===== config.mk =====
export PLATFORM = sky130hd
export DESIGN_NAME = fetch_queue
export DESIGN_NICKNAME = d
export VERILOG_FILES = /design/src/rtl/fetch_queue_pkg.sv /design/src/rtl/fetch_queue_fifo.sv /design/src/rtl/fetch_queue.sv
export SDC_FILE = /design/constraint.sdc
export NUM_CORES = 1
export LEC_CHECK = 0
export CAP_MARGIN = 20
export CORE_ASPECT_RATIO = 1.5
export CORE_MARGIN = 2
export CORE_UTILIZATION = 60
export CTS_BUF_LIST = sky130_fd_sc_hd__clkbuf_4 sky130_fd_sc_hd__clkbuf_8
export DETAILED_ROUTE_END_ITERATION = 16
export PLACE_DENSITY_LB_ADDON = 0.08
export SLEW_MARGIN = 20
export SYNTH_ARGS = -nofsm -noshare
export SYNTH_HDL_FRONTEND = slang
export SYNTH_HIERARCHICAL = 1
export SYNTH_SLANG_ARGS = --single-unit

===== constraint.sdc =====
create_clock -name clk -period 11.9 [get_ports clk]
set_input_delay 2.975 -clock clk [delete_from_list [all_inputs] [get_ports clk]]
set_output_delay 2.975 -clock clk [all_outputs]
set_load 0.1 [all_outputs]

===== src/rtl/fetch_queue_pkg.sv =====
// Shared types and constants for the instruction-fetch queue (package fetch_pkg).
// Entry layout is {pc, instr}. The queue stores it as a flat vector of the
// same layout so that its widths can follow the top-level parameters.
package fetch_pkg;

    localparam int FETCH_DEPTH  = 4;
    localparam int FETCH_ADDR_W = 32;
    localparam int FETCH_DATA_W = 32;

    typedef struct packed {
        logic [FETCH_ADDR_W-1:0] pc;
        logic [FETCH_DATA_W-1:0] instr;
    } fetch_entry_t;

    typedef enum logic {
        RUN   = 1'b0,
        DRAIN = 1'b1
    } fetch_state_t;

    // Value presented on decInstr while the queue is empty.
    localparam logic [FETCH_DATA_W-1:0] NOP_INSTR = '0;

endpackage


===== src/rtl/fetch_queue_fifo.sv =====
// fetch_fifo: small synchronous FIFO with a synchronous clear.
// The head is read combinationally from a register array. This lets a word
// written on one edge be visible at the output right after that edge.
// clear has priority over push and pop, and drops all contents.
module fetch_fifo #(
    parameter int WIDTH = 8,
    parameter int DEPTH = 4
) (
    input  logic                     clk,
    input  logic                     reset,
    input  logic                     clear,
    input  logic                     push,
    input  logic [WIDTH-1:0]         pushData,
    input  logic                     pop,
    output logic [WIDTH-1:0]         popData,
    output logic [$clog2(DEPTH):0]   count
);
    localparam int AW = $clog2(DEPTH);
    localparam int CW = AW + 1;

    logic [WIDTH-1:0] mem [DEPTH];
    logic [AW-1:0]    wrPtr;
    logic [AW-1:0]    rdPtr;
    logic             doPush;
    logic             doPop;

    assign doPop   = pop && (count != '0);
    assign doPush  = push && ((count != CW'(DEPTH)) || doPop);
    assign popData = mem[rdPtr];

    // Storage write; contents need no reset because count qualifies them.
    always_ff @(posedge clk) begin
        if (doPush) begin
            mem[wrPtr] <= pushData;
        end
    end

    // Pointer and occupancy tracking, with a net update on simultaneous push and pop.
    always_ff @(posedge clk) begin
        if (!reset || clear) begin
            wrPtr <= '0;
            rdPtr <= '0;
            count <= '0;
        end else begin
            if (doPush) begin
                wrPtr <= wrPtr + 1'b1;
            end
            if (doPop) begin
                rdPtr <= rdPtr + 1'b1;
            end
            count <= count + CW'(doPush) - CW'(doPop);
        end
    end

endmodule


===== src/rtl/fetch_queue.sv =====
// fetch_queue: issues in-order instruction fetches from the PC register.
// It tags each request with its PC and buffers returned words for decode.
// A redirect (flush) drops all queued work. Responses still in flight are
// counted down and discarded in the DRAIN state.
// Optional build macro FETCH_QUEUE_PERF_EN adds a 32-bit saturating counter,
// perfStarveCnt. It counts cycles where decode was ready but nothing was valid.
module fetch_queue
    import fetch_pkg::*;
#(
    parameter int DEPTH  = FETCH_DEPTH,
    parameter int ADDR_W = 32,
    parameter int DATA_W = 32
) (
    input  logic                   clk,
    input  logic                   reset,
    input  logic [ADDR_W-1:0]      pcAddr,
    output logic                   pcWriteEn,
    input  logic                   flush,
    output logic                   imemReqValid,
    input  logic                   imemReqReady,
    output logic [ADDR_W-1:0]      imemReqAddr,
    input  logic                   imemRspValid,
    input  logic [DATA_W-1:0]      imemRspData,
    output logic                   decValid,
    input  logic                   decReady,
    output logic [DATA_W-1:0]      decInstr,
    output logic [ADDR_W-1:0]      decPc,
`ifdef FETCH_QUEUE_PERF_EN
    output logic [31:0]            perfStarveCnt,
`endif
    output logic [$clog2(DEPTH):0] queueCount
);
    localparam int CW = $clog2(DEPTH) + 1;

    fetch_state_t               state;
    logic [CW-1:0]              outstanding;
    logic [CW-1:0]              dropCnt;
    logic [CW-1:0]              rspRemain;
    logic [CW-1:0]              entryCount;
    logic [CW-1:0]              tagCountUnused;
    logic [ADDR_W-1:0]          tagHead;
    logic [ADDR_W+DATA_W-1:0]   entryHead;
    logic                       creditOk;
    logic                       reqFire;
    logic                       dropping;
    logic                       rspKeep;
    logic                       decFire;

    // Credit covers both words in flight and words already buffered.
    assign creditOk     = ({1'b0, outstanding} + {1'b0, entryCount}) < (CW+1)'(DEPTH);
    assign imemReqValid = reset && (state == RUN) && !flush && creditOk;
    assign imemReqAddr  = pcAddr;
    assign reqFire      = imemReqValid && imemReqReady;
    assign pcWriteEn    = reset && (flush || reqFire);

    assign dropping  = (dropCnt != '0);
    assign rspKeep   = imemRspValid && !dropping && !flush;
    assign rspRemain = outstanding - CW'(imemRspValid);

    assign decValid   = (entryCount != '0);
    assign decFire    = decValid && decReady;
    assign decInstr   = decValid ? entryHead[DATA_W-1:0] : DATA_W'(NOP_INSTR);
    assign decPc      = decValid ? entryHead[ADDR_W+DATA_W-1:DATA_W] : '0;
    assign queueCount = entryCount;

    // PC tags of requests whose responses are still due, oldest first.
    fetch_fifo #(.WIDTH(ADDR_W), .DEPTH(DEPTH)) tagFifo (
        .clk      (clk),
        .reset    (reset),
        .clear    (flush),
        .push     (reqFire),
        .pushData (pcAddr),
        .pop      (rspKeep),
        .popData  (tagHead),
        .count    (tagCountUnused)
    );

    // Returned {pc, instr} entries waiting for decode.
    fetch_fifo #(.WIDTH(ADDR_W + DATA_W), .DEPTH(DEPTH)) entryFifo (
        .clk      (clk),
        .reset    (reset),
        .clear    (flush),
        .push     (rspKeep),
        .pushData ({tagHead, imemRspData}),
        .pop      (decFire),
        .popData  (entryHead),
        .count    (entryCount)
    );

    // Track in-flight requests and the discard countdown that follows a redirect.
    always_ff @(posedge clk) begin
        if (!reset) begin
            state       <= RUN;
            outstanding <= '0;
            dropCnt     <= '0;
        end else begin
            outstanding <= outstanding + CW'(reqFire) - CW'(imemRspValid);
            if (flush && (state == RUN)) begin
                // Every response still owed belongs to the redirected stream.
                dropCnt <= rspRemain;
                state   <= (rspRemain != '0) ? DRAIN : RUN;
            end else if (imemRspValid && dropping) begin
                // In DRAIN, a repeated flush changes nothing: the count already covers all in flight.
                dropCnt <= dropCnt - 1'b1;
                if (dropCnt == CW'(1)) begin
                    state <= RUN;
                end
            end
        end
    end

`ifdef FETCH_QUEUE_PERF_EN
    // Count decode-starved cycles, saturating at all ones.
    always_ff @(posedge clk) begin
        if (!reset) begin
            perfStarveCnt <= '0;
        end else if (decReady && !decValid && (perfStarveCnt != 32'hFFFF_FFFF)) begin
            perfStarveCnt <= perfStarveCnt + 1'b1;
        end
    end
`endif

endmodule


==> metrics.json <==
{
  "track_usage": {"value": 21.02, "unit": "%"},
  "finalWirelength": {"value": 28.19, "unit": "mm"},
  "worst_hold_path.num_cells": {"value": 2},
  "largest_net_degree_at_the_start_of_global_routing": {"value": 67},
  "yosysWarnings": {"value": 6},
  "floorplan.die_area": {"value": 28010, "unit": "um^2"},
  "wire_per_inst": {"value": 21.44, "unit": "um"},
  "power_leakage": {"value": 6.024, "unit": "nW"},
  "cp_cell_sequence": {"value": "clkdlybuf4s50_1 -> nor4_1 -> nand4_1 -> nand2_1 -> clkdlybuf4s50_1"},
  "ff2ff_setup_slack": {"value": 8250, "unit": "ps"},
  "drtAntennaViolNets": {"value": 0},
  "initial_utilization": {"value": 60.61, "unit": "%"},
  "top_area_cell_type_share_of_the_netlist_area": {"value": 72.07, "unit": "%"},
  "cts_htree_levels": {"value": 2},
  "netlist-cell-type-count": {"value": 39},
  "syn_inst": {"value": 764},
  "end_kind": {"value": "output port"},
  "crit_arrival": {"value": 5430, "unit": "ps"},
  "placementRows": {"value": 73},
  "grt_first_pass_wirelength": {"value": 44.16, "unit": "mm"},
  "worst_hold_path.endpoint": {"value": "state"},
  "ys_seq_area_share": {"value": 75.20, "unit": "%"},
  "max-cap-violations": {"value": 0},
  "synth.net_count": {"value": 858},
  "cp_slowest_cell": {"value": "sky130_fd_sc_hd__clkdlybuf4s50_1"},
  "gp_congestion": {"value": 0.7629},
  "rsz0062_at_grt": {"value": "false"},
  "cts.root.buffer_cell": {"value": "sky130_fd_sc_hd__clkbuf_8"},
  "vias_in_the_first_global_route": {"value": 8214},
  "route.vias.total": {"value": 7539},
  "die_width": {"value": 137.3, "unit": "um"},
  "setup_viols_final": {"value": 0},
  "setup_tns": {"value": 0, "unit": "ps"},
  "io-pin-count": {"value": 172},
  "irDropWorstVdd": {"value": 0.09975, "unit": "mV"},
  "min-delay-start": {"value": "state"},
  "timing.rr.start": {"value": "entryFifo/count[1]"},
  "tightest_slew": {"value": 1059, "unit": "ps"},
  "globalRouteOverflowTotal": {"value": 0},
  "flip_flop_and_latch_count_after_synthesis": {"value": 409},
  "detail_route.first_pass.iterations": {"value": 5},
  "max-clock-path-buffers": {"value": 3},
  "crit_fanout": {"value": 10},
  "place_area": {"value": 17770, "unit": "um^2"},
  "skew": {"value": 15.24, "unit": "ps"},
  "final_cell_area": {"value": 18830, "unit": "um^2"},
  "preCtsSetupSlack": {"value": 3500, "unit": "ps"},
  "worstRegToRegCells": {"value": 13},
  "clock_latency": {"value": 600, "unit": "ps"},
  "critPathRequiredTime": {"value": 8930, "unit": "ps"},
  "report.final.slew_viol_count": {"value": 0},
  "cts_setup_buffers": {"value": 0},
  "worst_slack": {"value": 3499, "unit": "ps"},
  "yosys_most_used_dff": {"value": "sky130_fd_sc_hd__edfxtp_1"},
  "period_needed": {"value": 8401, "unit": "ps"},
  "synth_top_area_cell": {"value": "sky130_fd_sc_hd__edfxtp_1"},
  "layout.nets": {"value": 1027},
  "hold_violations": {"value": 0},
  "remaining_drc_errors": {"value": 0},
  "numClockSinks": {"value": 409},
  "finalHoldWorstSlack": {"value": 498.9, "unit": "ps"},
  "avgViaCountPerCell": {"value": 5.733},
  "final_layout_size_suffix_gt1_share": {"value": 21.17, "unit": "%"},
  "power_per_cell_area": {"value": 156.0, "unit": "nW/um^2"},
  "max_freq": {"value": 119.0, "unit": "MHz"},
  "synth-edff-count": {"value": 384},
  "antenna_found_initial": {"value": 0},
  "post_synth_instance_area": {"value": 16000, "unit": "um^2"},
  "floorplan.core_area": {"value": 26400, "unit": "um^2"},
  "outcome": {"value": "finished, final reports clean"},
  "critical-path-max-stage-delay": {"value": 1130, "unit": "ps"},
  "cp_common_cell": {"value": "sky130_fd_sc_hd__clkdlybuf4s50_1"},
  "clk_pin_slew": {"value": 60, "unit": "ps"},
  "numCtsBuffers": {"value": 56},
  "worst-setup-path-type": {"value": "in -> out"},
  "num-fill-cells": {"value": 1592},
  "antenna_cells": {"value": 0},
  "postCtsHoldBufs": {"value": 0},
  "die_y": {"value": 204.0, "unit": "um"},
  "postSynthAreaPerCell": {"value": 20.94, "unit": "um^2"},
  "rr_endpoint": {"value": "entryFifo/count[2]"},
  "synth.area.top_cells": {"value": "sky130_fd_sc_hd__edfxtp_1 (72%), sky130_fd_sc_hd__mux4_2 (14%), sky130_fd_sc_hd__dfxtp_1 (3.1%)"},
  "dpl.hpwl": {"value": 15.86, "unit": "mm"},
  "tritoncts": {"value": "done"},
  "fin_crit_sh": {"value": 70.59, "unit": "%"},
  "numPortBuffers": {"value": 171},
  "ys_async_sr_fraction": {"value": 0, "unit": "%"},
  "max_slew_margin": {"value": 29.43, "unit": "%"},
  "cts_resized": {"value": 0},
  "syn_to_final_growth": {"value": 17.71, "unit": "%"},
  "initialDrtViolationCount": {"value": 380},
  "cp-start-kind": {"value": "input port"},
  "hold_class": {"value": "reg -> reg"}
}
## cells in the mapped netlist, drive strengths merged, types with 3 or more instances
library cell	number
nor2b	6
nor2	10
dfxtp	25
buf	52
xor2	4
fa	3
ha	21
nand3	4
nand2b	4
clkbuf	11
nand2	8
nor3	3
edfxtp	384
and2	74
mux4	96
and3	10
xnor2	5
nand4	5
inv	17
## kinds of logic (layout without fill, tap and decap cells)
family,Yosys count,after routing,share of synthesized area [%]
AOI/OAI and AO/OA,14,14,0.7586
xor gates and xnor gates,9,9,0.4927
adders and majority gates,24,24,2.018
buffers and inverters,80,294,3.003
DFF,409,409,75.20
muxes,96,96,13.51
and+or+nand+nor,132,132,5.013
## layout make-up
type	instances	area (um^2)	share of cell area, %
sequential	409	12040	63.94
multi-input combinational	275	3512	18.65
timing repair buffer	174	1734	9.209
clock buffer	71	889.6	4.724
tap	337	421.7	2.239
clock inverter	32	168.9	0.8970
inverter	17	63.81	0.3388
## sequential cells by signal, indices dropped and copies added, names as in the netlist, named ones only
register / flops
state: 1
entryFifo/rdPtr: 2
dropCnt: 3
entryFifo/count: 3
entryFifo/mem: 256
tagFifo/mem: 128
tagFifo/count: 3
tagFifo/rdPtr: 2
entryFifo/wrPtr: 2
tagFifo/wrPtr: 2
outstanding: 3
## stage by stage
| stage | util (%) | total power [mW] | std cells |
|---|---|---|---|
| 6_report | 71.34 | 2.938 | 1315 |
| 3_5_place_dp | 67.33 | 1.968 | 1212 |
| 5_1_grt | 71.34 | 3.046 | 1315 |
| 3_3_place_gp | 67.33 | 1.953 | 1212 |
| 4_1_cts | 71.34 | 2.969 | 1315 |
| 2_1_floorplan | - | 1.878 | 764 |
## power by group
part	total [mW]	switching (mW)	internal, mW
Clock	1.00	0.489	0.512
Combinational	0.306	0.206	0.0995
Sequential	1.63	0.0151	1.62
## layout by cell type, fill, tap and decap left out, drive strengths merged, types with 6 or more instances in the layout
cell type,netlist,final
dfxtp,25,25
nor2b,6,6
nor2,10,10
nand2,8,8
clkdlybuf4s50,0,171
inv,17,17
and2,74,74
mux4,96,96
clkinv,0,29
clkbuf,11,71
edfxtp,384,384
ha,21,21
and3,10,10
## critical path: cells and delay by family
family | cells | cell delay, ps
simple gates | 3 | 730
buf+inv | 2 | 1720
## layer usage
| layer | up-vias | GRT usage [%] | wire length, um |
|---|---|---|---|
| li1 | 3375 | - | - |
| met1 | 3892 | 24.91 | 10900 |
| met2 | 222 | 38.26 | 15350 |
| met3 | 50 | 4.117 | 1401 |
| met4 | 0 | 6.701 | 533 |
| met5 | - | 0 | 0 |
## worst max-delay path by stage
stage / start / end / slack, ps
4_1_cts: flush / pcWriteEn / 3500
2_1_floorplan: flush / pcWriteEn / 4810
6_report: flush / pcWriteEn / 3500
5_1_grt: flush / pcWriteEn / 3380
3_5_place_dp: flush / pcWriteEn / 3500
3_3_place_gp: flush / pcWriteEn / 3600
Power figures use the tool's default switching activity.
